--- src/rtl/decoder_frame_ctrl_if.sv ---
// Handshake bundle between the frame controller and the deinterleaver, pairing stage and Viterbi decoder.
// The controller is the slave side; the surrounding datapath (or a bench) is the master side.
interface decoder_frame_ctrl_if;
  logic       enable;
  logic       frame_ready;
  logic       deint_start;
  logic       deint_out_valid;
  logic       pair_valid;
  logic       tail_valid;
  logic       tb_start;
  logic       tb_done;
  logic       busy;
  logic       frame_done;
  logic [7:0] frame_cnt;
  logic [2:0] err;

  modport master (
    output enable, frame_ready, deint_out_valid, pair_valid, tb_done,
    input  deint_start, tail_valid, tb_start, busy, frame_done, frame_cnt, err
  );

  modport slave (
    input  enable, frame_ready, deint_out_valid, pair_valid, tb_done,
    output deint_start, tail_valid, tb_start, busy, frame_done, frame_cnt, err
  );
endinterface

--- src/rtl/decoder_frame_ctrl.sv ---
// Frame sequencer: deinterleaver readout, pair drain, zero-tail flush, traceback wait; outputs registered, 1 cycle after the decision.
// No backpressure: slow upstream stages simply lengthen STREAM/DRAIN, and a stalled traceback is cut off by the timeout.
module decoder_frame_ctrl #(
  parameter int FRAME_BITS = 64,
  parameter int TAIL_PAIRS = 6,
  parameter int PAIR_GAP   = 3,
  parameter int TB_TIMEOUT = 255
) (
  input logic           clk,
  input logic           reset_n,
  decoder_frame_ctrl_if.slave fc
);
  localparam int PAIRS = FRAME_BITS / 2;
  localparam int BW    = $clog2(FRAME_BITS) + 1;
  localparam int PW    = $clog2(PAIRS) + 1;
  localparam int TW    = $clog2(TAIL_PAIRS) + 1;
  localparam int GW    = $clog2(PAIR_GAP) + 1;
  localparam int WW    = $clog2(TB_TIMEOUT) + 1;

  typedef enum logic [2:0] {IDLE, START, STREAM, DRAIN, TAIL, TRACE, DONE} state_t;

  state_t        state_q, state_d;
  logic [BW-1:0] bit_cnt_q, bit_cnt_d;
  logic [PW-1:0] pair_cnt_q, pair_cnt_d;
  logic [TW-1:0] tail_cnt_q, tail_cnt_d;
  logic [GW-1:0] gap_q, gap_d;
  logic [WW-1:0] wait_q, wait_d;
  logic [7:0]    frame_cnt_q, frame_cnt_d;
  logic [2:0]    err_q, err_d;
  logic          pv_q, fr_q;
  logic          deint_start_q, tail_valid_q, tb_start_q, busy_q, frame_done_q;
  logic          deint_start_d, tail_valid_d, tb_start_d, busy_d, frame_done_d;

  always_comb begin
    state_d     = state_q;
    bit_cnt_d   = bit_cnt_q;
    pair_cnt_d  = pair_cnt_q;
    tail_cnt_d  = tail_cnt_q;
    gap_d       = gap_q;
    wait_d      = wait_q;
    frame_cnt_d = frame_cnt_q;
    err_d       = err_q;

    // A pair is one 0->1 edge of pair_valid, however long the level is held.
    if ((state_q == STREAM || state_q == DRAIN) && fc.pair_valid && !pv_q && pair_cnt_q != '1)
      pair_cnt_d = pair_cnt_q + PW'(1);
    if (busy_q && fc.frame_ready && !fr_q)
      err_d[0] = 1'b1;
    if (fc.deint_out_valid && state_q != STREAM)
      err_d[1] = 1'b1;

    case (state_q)
      IDLE: begin
        if (fc.enable && fc.frame_ready)
          state_d = START;
      end
      START: begin
        bit_cnt_d  = '0;
        pair_cnt_d = '0;
        state_d    = STREAM;
      end
      STREAM: begin
        if (fc.deint_out_valid) begin
          bit_cnt_d = bit_cnt_q + BW'(1);
          if (bit_cnt_q == BW'(FRAME_BITS - 1))
            state_d = DRAIN;
        end
      end
      DRAIN: begin
        if (pair_cnt_q >= PW'(PAIRS) && !fc.pair_valid) begin
          state_d    = TAIL;
          tail_cnt_d = '0;
          gap_d      = '0;
        end
      end
      TAIL: begin
        if (gap_q == '0 && tail_cnt_q < TW'(TAIL_PAIRS))
          tail_cnt_d = tail_cnt_q + TW'(1);
        gap_d = (gap_q == GW'(PAIR_GAP - 1)) ? '0 : gap_q + GW'(1);
        // Leave one full gap after the last strobe before starting traceback.
        if (gap_q == GW'(PAIR_GAP - 1) && tail_cnt_d == TW'(TAIL_PAIRS)) begin
          state_d = TRACE;
          wait_d  = '0;
        end
      end
      TRACE: begin
        wait_d = wait_q + WW'(1);
        if (wait_q != '0 && fc.tb_done) begin
          state_d     = DONE;
          frame_cnt_d = frame_cnt_q + 8'd1;
        end else if (wait_d == WW'(TB_TIMEOUT)) begin
          state_d     = DONE;
          frame_cnt_d = frame_cnt_q + 8'd1;
          err_d[2]    = 1'b1;
        end
      end
      DONE: begin
        state_d = IDLE;
      end
      default: begin
        state_d = IDLE;
      end
    endcase

    deint_start_d = (state_d == START);
    busy_d        = (state_d != IDLE);
    tail_valid_d  = (state_d == TAIL) && (gap_d == '0) && (tail_cnt_d < TW'(TAIL_PAIRS));
    tb_start_d    = (state_d == TRACE) && (state_q != TRACE);
    frame_done_d  = (state_d == DONE);
  end

  always_ff @(posedge clk or negedge reset_n) begin
    if (!reset_n) begin
      state_q       <= IDLE;
      bit_cnt_q     <= '0;
      pair_cnt_q    <= '0;
      tail_cnt_q    <= '0;
      gap_q         <= '0;
      wait_q        <= '0;
      frame_cnt_q   <= '0;
      err_q         <= '0;
      pv_q          <= 1'b0;
      fr_q          <= 1'b0;
      deint_start_q <= 1'b0;
      tail_valid_q  <= 1'b0;
      tb_start_q    <= 1'b0;
      busy_q        <= 1'b0;
      frame_done_q  <= 1'b0;
    end else begin
      state_q       <= state_d;
      bit_cnt_q     <= bit_cnt_d;
      pair_cnt_q    <= pair_cnt_d;
      tail_cnt_q    <= tail_cnt_d;
      gap_q         <= gap_d;
      wait_q        <= wait_d;
      frame_cnt_q   <= frame_cnt_d;
      err_q         <= err_d;
      pv_q          <= fc.pair_valid;
      fr_q          <= fc.frame_ready;
      deint_start_q <= deint_start_d;
      tail_valid_q  <= tail_valid_d;
      tb_start_q    <= tb_start_d;
      busy_q        <= busy_d;
      frame_done_q  <= frame_done_d;
    end
  end

  assign fc.deint_start = deint_start_q;
  assign fc.tail_valid  = tail_valid_q;
  assign fc.tb_start    = tb_start_q;
  assign fc.busy        = busy_q;
  assign fc.frame_done  = frame_done_q;
  assign fc.frame_cnt   = frame_cnt_q;
  assign fc.err         = err_q;
endmodule

--- src/flat_wrapper.sv ---
// flat-port wrapper written by rule: the top's interface ports become plain ports
module decoder_frame_ctrl_flat 
#(
  parameter int FRAME_BITS = 64,
  parameter int TAIL_PAIRS = 6,
  parameter int PAIR_GAP   = 3,
  parameter int TB_TIMEOUT = 255
)
  (clk, reset_n, fc_enable, fc_frame_ready, fc_deint_out_valid, fc_pair_valid, fc_tb_done, fc_deint_start, fc_tail_valid, fc_tb_start, fc_busy, fc_frame_done, fc_frame_cnt, fc_err);
  decoder_frame_ctrl_if fc_i ();
  input logic clk;
  input logic reset_n;
  input wire logic [$bits(fc_i.enable)-1:0] fc_enable;
  input wire logic [$bits(fc_i.frame_ready)-1:0] fc_frame_ready;
  input wire logic [$bits(fc_i.deint_out_valid)-1:0] fc_deint_out_valid;
  input wire logic [$bits(fc_i.pair_valid)-1:0] fc_pair_valid;
  input wire logic [$bits(fc_i.tb_done)-1:0] fc_tb_done;
  output wire logic [$bits(fc_i.deint_start)-1:0] fc_deint_start;
  output wire logic [$bits(fc_i.tail_valid)-1:0] fc_tail_valid;
  output wire logic [$bits(fc_i.tb_start)-1:0] fc_tb_start;
  output wire logic [$bits(fc_i.busy)-1:0] fc_busy;
  output wire logic [$bits(fc_i.frame_done)-1:0] fc_frame_done;
  output wire logic [$bits(fc_i.frame_cnt)-1:0] fc_frame_cnt;
  output wire logic [$bits(fc_i.err)-1:0] fc_err;
  assign fc_i.enable = fc_enable;
  assign fc_i.frame_ready = fc_frame_ready;
  assign fc_i.deint_out_valid = fc_deint_out_valid;
  assign fc_i.pair_valid = fc_pair_valid;
  assign fc_i.tb_done = fc_tb_done;
  assign fc_deint_start = fc_i.deint_start;
  assign fc_tail_valid = fc_i.tail_valid;
  assign fc_tb_start = fc_i.tb_start;
  assign fc_busy = fc_i.busy;
  assign fc_frame_done = fc_i.frame_done;
  assign fc_frame_cnt = fc_i.frame_cnt;
  assign fc_err = fc_i.err;
  decoder_frame_ctrl #(.FRAME_BITS(FRAME_BITS), .TAIL_PAIRS(TAIL_PAIRS), .PAIR_GAP(PAIR_GAP), .TB_TIMEOUT(TB_TIMEOUT)) u_core (.clk(clk), .reset_n(reset_n), .fc(fc_i));
endmodule
--- config.mk ---
export PLATFORM = sky130hd
export DESIGN_NAME = decoder_frame_ctrl_flat
export DESIGN_NICKNAME = d
export VERILOG_FILES = /design/src/rtl/decoder_frame_ctrl_if.sv /design/src/rtl/decoder_frame_ctrl.sv /design/src/flat_wrapper.sv
export SDC_FILE = /design/constraint.sdc
export NUM_CORES = 1
export LEC_CHECK = 0
export CAP_MARGIN = 20
export CORE_MARGIN = 5
export CORE_UTILIZATION = 32
export CTS_CLUSTER_DIAMETER = 150
export DETAILED_ROUTE_END_ITERATION = 6
export MAX_ROUTING_LAYER = met4
export PLACE_DENSITY_LB_ADDON = 0.2
export SYNTH_ARGS = -nofsm -noshare
export SYNTH_HDL_FRONTEND = slang
export SYNTH_SLANG_ARGS = --single-unit
--- constraint.sdc ---
create_clock -name clk -period 2.1 [get_ports clk]
set_input_delay 0.21 -clock clk [delete_from_list [all_inputs] [get_ports clk]]
set_output_delay 0.21 -clock clk [all_outputs]
set_load 0.005 [all_outputs]
Word level (Yosys, flattened, before mapping) --
Index checks and enable logic that the tools add are counted.
Operators by class: add/sub/neg operators 6, $lt $le $gt $ge 3, equality and inequality tests 18, muxes and demuxes 23, bitwise gates (word level) 1, reductions and logical operators 31
Operators by type and width (number):
- 3-bit two-way mux | 9
- 3-bit one-hot mux with 6 select lines | 1
- 9-bit one-hot mux with 2 select lines | 1
- 8-bit two-way mux | 2
- 3-bit == test, second input constant | 5
- 1-bit logical AND | 14
- 7-bit one-hot mux with 2 select lines | 1
- 4-bit two-way mux | 3
- 6-bit two-way mux | 2
- 9-bit by 1-bit adder with 9-bit output, second input constant | 1
- 3-bit by 2-bit == test with 1-bit output, second input constant | 3
- 9-bit by 8-bit == test with 1-bit output, second input constant | 1
- 3-bit zero test | 3
- 9-bit two-way mux | 1
- 9-bit nonzero test | 1
- 8-bit by 1-bit adder with 8-bit output, second input constant | 1
- 4-bit by 3-bit less-than comparator with 1-bit output, second input constant | 2
- 4-bit one-hot mux with 2 select lines | 1
- 2-bit nonzero test | 4
- 7-bit by 1-bit adder with 7-bit output, second input constant | 1
- 7-bit by 6-bit == test with 1-bit output, second input constant | 1
- 7-bit two-way mux | 1
- 6-bit by 1-bit adder with 6-bit output, second input constant | 1
- 3-bit by 1-bit == test with 1-bit output, second input constant | 2
- 16 further kinds | 20
Storage, ports and cells: flip-flop bits (word level) 50, output and inout port bits 16

Logic depth before layout (Yosys ltp) --
depth in word-level cells 11, mapped depth 8, depth with buffers taken out 8

Least setup slack after synthesis --
Ideal clock, no wire load.
path kind reg-to-reg, from register u_core.wait_q[4], to register u_core.frame_cnt_q[1], in the netlist u_core.fc.frame_cnt[1], setup time 0.125 ns, arrival time 2.184 ns, data required time 1.975 ns, setup slack -0.209 ns, cell stages (with the launch flop) 8, path buffers 1, period minus slack after synthesis 2.309 ns, path through dfrtp_1 > buf_6 > nand3_4 > or4_1 > a211o_1 > a311oi_4 > o21ai_4 > mux2_4
On the way: word-level cells in the longest chain between the ends 4
Ends and longest elaborated chain:
- start, declared | line decoder_frame_ctrl.sv:27 | logic [WW-1:0] wait_q, wait_d;
- start signal, assigned | line decoder_frame_ctrl.sv:135 | wait_q <= wait_d;
- 9-bit by 1-bit adder with 9-bit output / 9-bit nonzero test (equally long branches) | line decoder_frame_ctrl.sv:87, decoder_frame_ctrl.sv:88
- 9-bit by 8-bit == test with 1-bit output / 1-bit logical AND (equally long branches) | line decoder_frame_ctrl.sv:91, decoder_frame_ctrl.sv:88
- 2-bit nonzero test (no source line)
- 2-bit AND reduction (no source line)
- end signal, assigned | line decoder_frame_ctrl.sv:136 | frame_cnt_q <= frame_cnt_d;
- end, declared | line decoder_frame_ctrl.sv:28 | logic [7:0] frame_cnt_q, frame_cnt_d;
Several ways; a longest one is shown, not always the timed one. A chain may end at the register's enable or synchronous reset.

Final worst setup path --
from register u_core.wait_q[0], to register u_core.frame_cnt_q[1], in the netlist u_core.fc.frame_cnt[1]
Same word-level chain as after synthesis.

==> flow_summary.toml <==
[power_and_ir_drop]
pwr-share-seq_pct = 55.1
powerDensity_nw_per_um2 = 633
p_comb_share_pct = 18.7
p_sw_share_pct = 29.7
switchingPower_w = 0.000666
p_int_w = 0.00158
pwr-share-clk_pct = 26.2
ir_worst_vdd_v = 0.000269
p_leak_nw = 1.58

[sta]
final.setup.worst_slack_ns = -0.103
maxSlewHeadroom_pct = 59.0
min_period_over_period_pct = 105
period_minus_slack_ns = 2.20
hold_ws_ns = 0.409
slew_viol_final = 0
hold_viol_final = 0
rsz0062_at_grt = "yes"
max_slew.worst_pin.slew_ns = 0.615
fin_worst_skew_ns = 0.00930
setup_viol = 9
max_freq_mhz = 454

[floorplanning]
die_area_sq_um = 10200
die_y_um = 101
core-area_sq_um = 8130
die_w_um = 101
num_io_pins = 23
num_rows = 33
initial_core_util_pct = 32.4

[routing]
initialDrtViolationCount = 62
post-route-drc-count = 0
routed_via_density = 4.80
drt-total-wl_mm = 6.07
first_pass_iters = 4
wl_per_cell_um = 13.4
ant_nets = 0
num_vias = 2169

[global_routing]
grt_pass1_wl_mm = 10.7
grt_max_degree = 27
grt_pass1_vias = 2207
grt_usage_pct = 13.4
antenna_found_initial = 0
grt_overflow = 0

[yosys]
ys_types = 49
synth_area_per_cell_sq_um = 9.80
netlist_area_sq_um = 2640
synthArstFlopShare_pct = 100
synth_top_cell_area_share_pct = 47.5
ys_top_cells_by_area = "dfrtp_1 47%, ha_1 3.8%, nor2_1 3.6%, nand2_1 3.4%, xnor2_1 3.3%"
synth_edf_count = 0
ys_seq_area_share_pct = 47.5
ys_ff_latch = 50
synthCells = 269
syn-num-nets = 284
yosys_warnings = 0
synth_area_leader_cell = "dfrtp_1"
synth_ff_type = "dfrtp_1"

[place]
gp_congestion = 0.846
pre_cts_ws_ns = -0.140
numPortBuffers = 22
hpwl_mm = 4.43
dp_cells = 437

[clock_tree]
cts_buffers = 5
worstSkewPairLatency_ns = 0.30
cts.sink_count = 50
htree_num_levels = 2
cts_tree = "built"
clockBufferDepth = 2
ctsRootBufferMaster = "clkbuf_8"
clk_pin_slew_ns = 0.09

[worst_setup_path]
worst_setup_path_start_kind = "flop"
end_kind = "flop"
worstSetupPathType = "reg2reg"
critPathArrivalTime_ns = 2.39
cp.required_ns = 2.29
worstPathMaxFanout = 8

[worst_hold_path]
hp-class = "in2reg"

[final_layout]
stdcell_count = 452
fillers = 791
fin_nets = 361
drive_gt1_share_pct = 24.5
areaGrowthSynthToFinish_pct = 34.5
diodes = 0

[outcome]
status = "finished with violations"
violations = "setup timing"

[flow_run]
max-cap-violations = 0
## power groups by stage
stage	registers, W	logic (W)	clock network [W]
2_1_floorplan	0.00122	0.000253	0
4_1_cts	0.00124	0.000422	0.000616
3_5_place_dp	0.00126	0.000417	0
6_report	0.00124	0.000419	0.000587
3_3_place_gp	0.00125	0.000408	0
5_1_grt	0.00126	0.000480	0.000648
## final timing paths
check / cells after the start / slack [ns] / from / endpoint
max: 8 / -0.10 / u_core.wait_q[0]$_DFFE_PN0P_ / u_core.fc.frame_cnt[1]$_DFFE_PN0P_
min: 1 / 0.41 / fc_frame_ready / u_core.fr_q$_DFF_PN0_
max reg2reg: 8 / -0.10 / u_core.wait_q[0]$_DFFE_PN0P_ / u_core.fc.frame_cnt[1]$_DFFE_PN0P_
min reg2reg: 1 / 0.44 / u_core.fr_q$_DFF_PN0_ / u_core.fc.err[0]$_DFFE_PN0P_
max in group asynchronous: 3 / 1.10 / reset_n / u_core.wait_q[2]$_DFFE_PN0P_
min in group asynchronous: 2 / 0.44 / reset_n / u_core.bit_cnt_q[3]$_DFFE_PN0P_
## layout make-up
type	count	area (sq um)	share of cell area (%)
Clock inverter	1	5.00	0.141
Sequential cell	50	1250	35.3
Clock buffer	7	86.3	2.44
Tap cell	105	131	3.71
Inverter	9	33.8	0.953
Multi-Input combinational cell	198	1350	38.1
Timing Repair Buffer	82	684	19.3
## Yosys cell counts, drive strengths merged (4+ instances only)
cell type  instances
nor4               5
clkbuf             8
o21ai             18
ha                 8
buf                4
a21oi             13
dfrtp             50
nor3               4
nand3             18
a211o              4
nand4              8
xor2               9
a31oi              5
inv                9
nand2             24
xnor2             10
and3               6
nor2              25
## state kept, by name (all words and copies together) (netlist names)
name,count
u_core.bit_cnt_q,7
u_core.fc.busy,1
u_core.fc.deint_start,1
u_core.fc.err,3
u_core.fc.frame_cnt,8
u_core.fc.frame_done,1
u_core.fc.tail_valid,1
u_core.fc.tb_start,1
u_core.fr_q,1
u_core.gap_q,3
u_core.pair_cnt_q,6
u_core.pv_q,1
u_core.state_q,3
u_core.tail_cnt_q,4
u_core.wait_q,9
## cells by family after synthesis
group                    count (synthesis)  synth area share [%]
AO/OA/AOI/OAI                           55                  14.1
AND/OR/NAND/NOR                        111                  22.3
adder cells (fa/ha/maj)                  8                  3.80
XOR/XNOR                                19                  6.31
flip-flops                              50                  47.5
buffers and inverters                   21                  3.80
multiplexers                             5                  2.18
## metal layers
| metal | global-route usage [%] | share of wire, % | up-vias |
|---|---|---|---|
| met1 | 18.6 | 49 | 1026 |
| met2 | 19.9 | 47 | 26 |
| met3 | 2.56 | 3.6 | 4 |
| li1 | - | - | 1113 |
| met5 | - | 0 | - |
| met4 | 3.83 | 1.0 | 0 |
## critical path, stage by stage, from the launching register on
cell and delay (ns):
dfrtp_1 0.44, ha_1 0.25, a21oi_1 0.20, nand2_1 0.08
a211o_1 0.32, a311oi_4 0.28, buf_6 0.17, o21ai_4 0.06
mux2_4 0.29
## per-stage QoR
stage                     power, W  area (sq um)  TNS [ns]  util (%)
after detailed placement   0.00167          3340    -0.638      41.1
after global placement     0.00166          3340    -0.450      41.1
after global routing       0.00239          3540     -1.80      43.6
after floorplan            0.00147          2650    -0.356         -
after CTS                  0.00227          3470    -0.313      42.6
final                      0.00224          3540    -0.399      43.6
## cells in the final DEF, fill, tap and decap left out, drive strengths merged, types with 5 or more instances in the layout
master | synthesis | routed
a21oi | 13 | 13
a31oi | 5 | 5
and3 | 6 | 6
buf | 4 | 60
clkbuf | 8 | 7
clkdlybuf4s50 | 0 | 21
dfrtp | 50 | 50
ha | 8 | 8
inv | 9 | 9
nand2 | 24 | 24
nand3 | 18 | 18
nand4 | 8 | 8
nor2 | 25 | 25
nor4 | 5 | 5
o21ai | 18 | 18
xnor2 | 10 | 10
xor2 | 9 | 9
## repair_timing
action	CTS	global route
pin swaps	1	5
hold buffers	1	0
setup endpoints to repair	16	21
resized for setup	5	11
setup buffers	1	5
endpoints found under the hold margin	25	0
No activity file was read; power rests on OpenSTA's default activity.
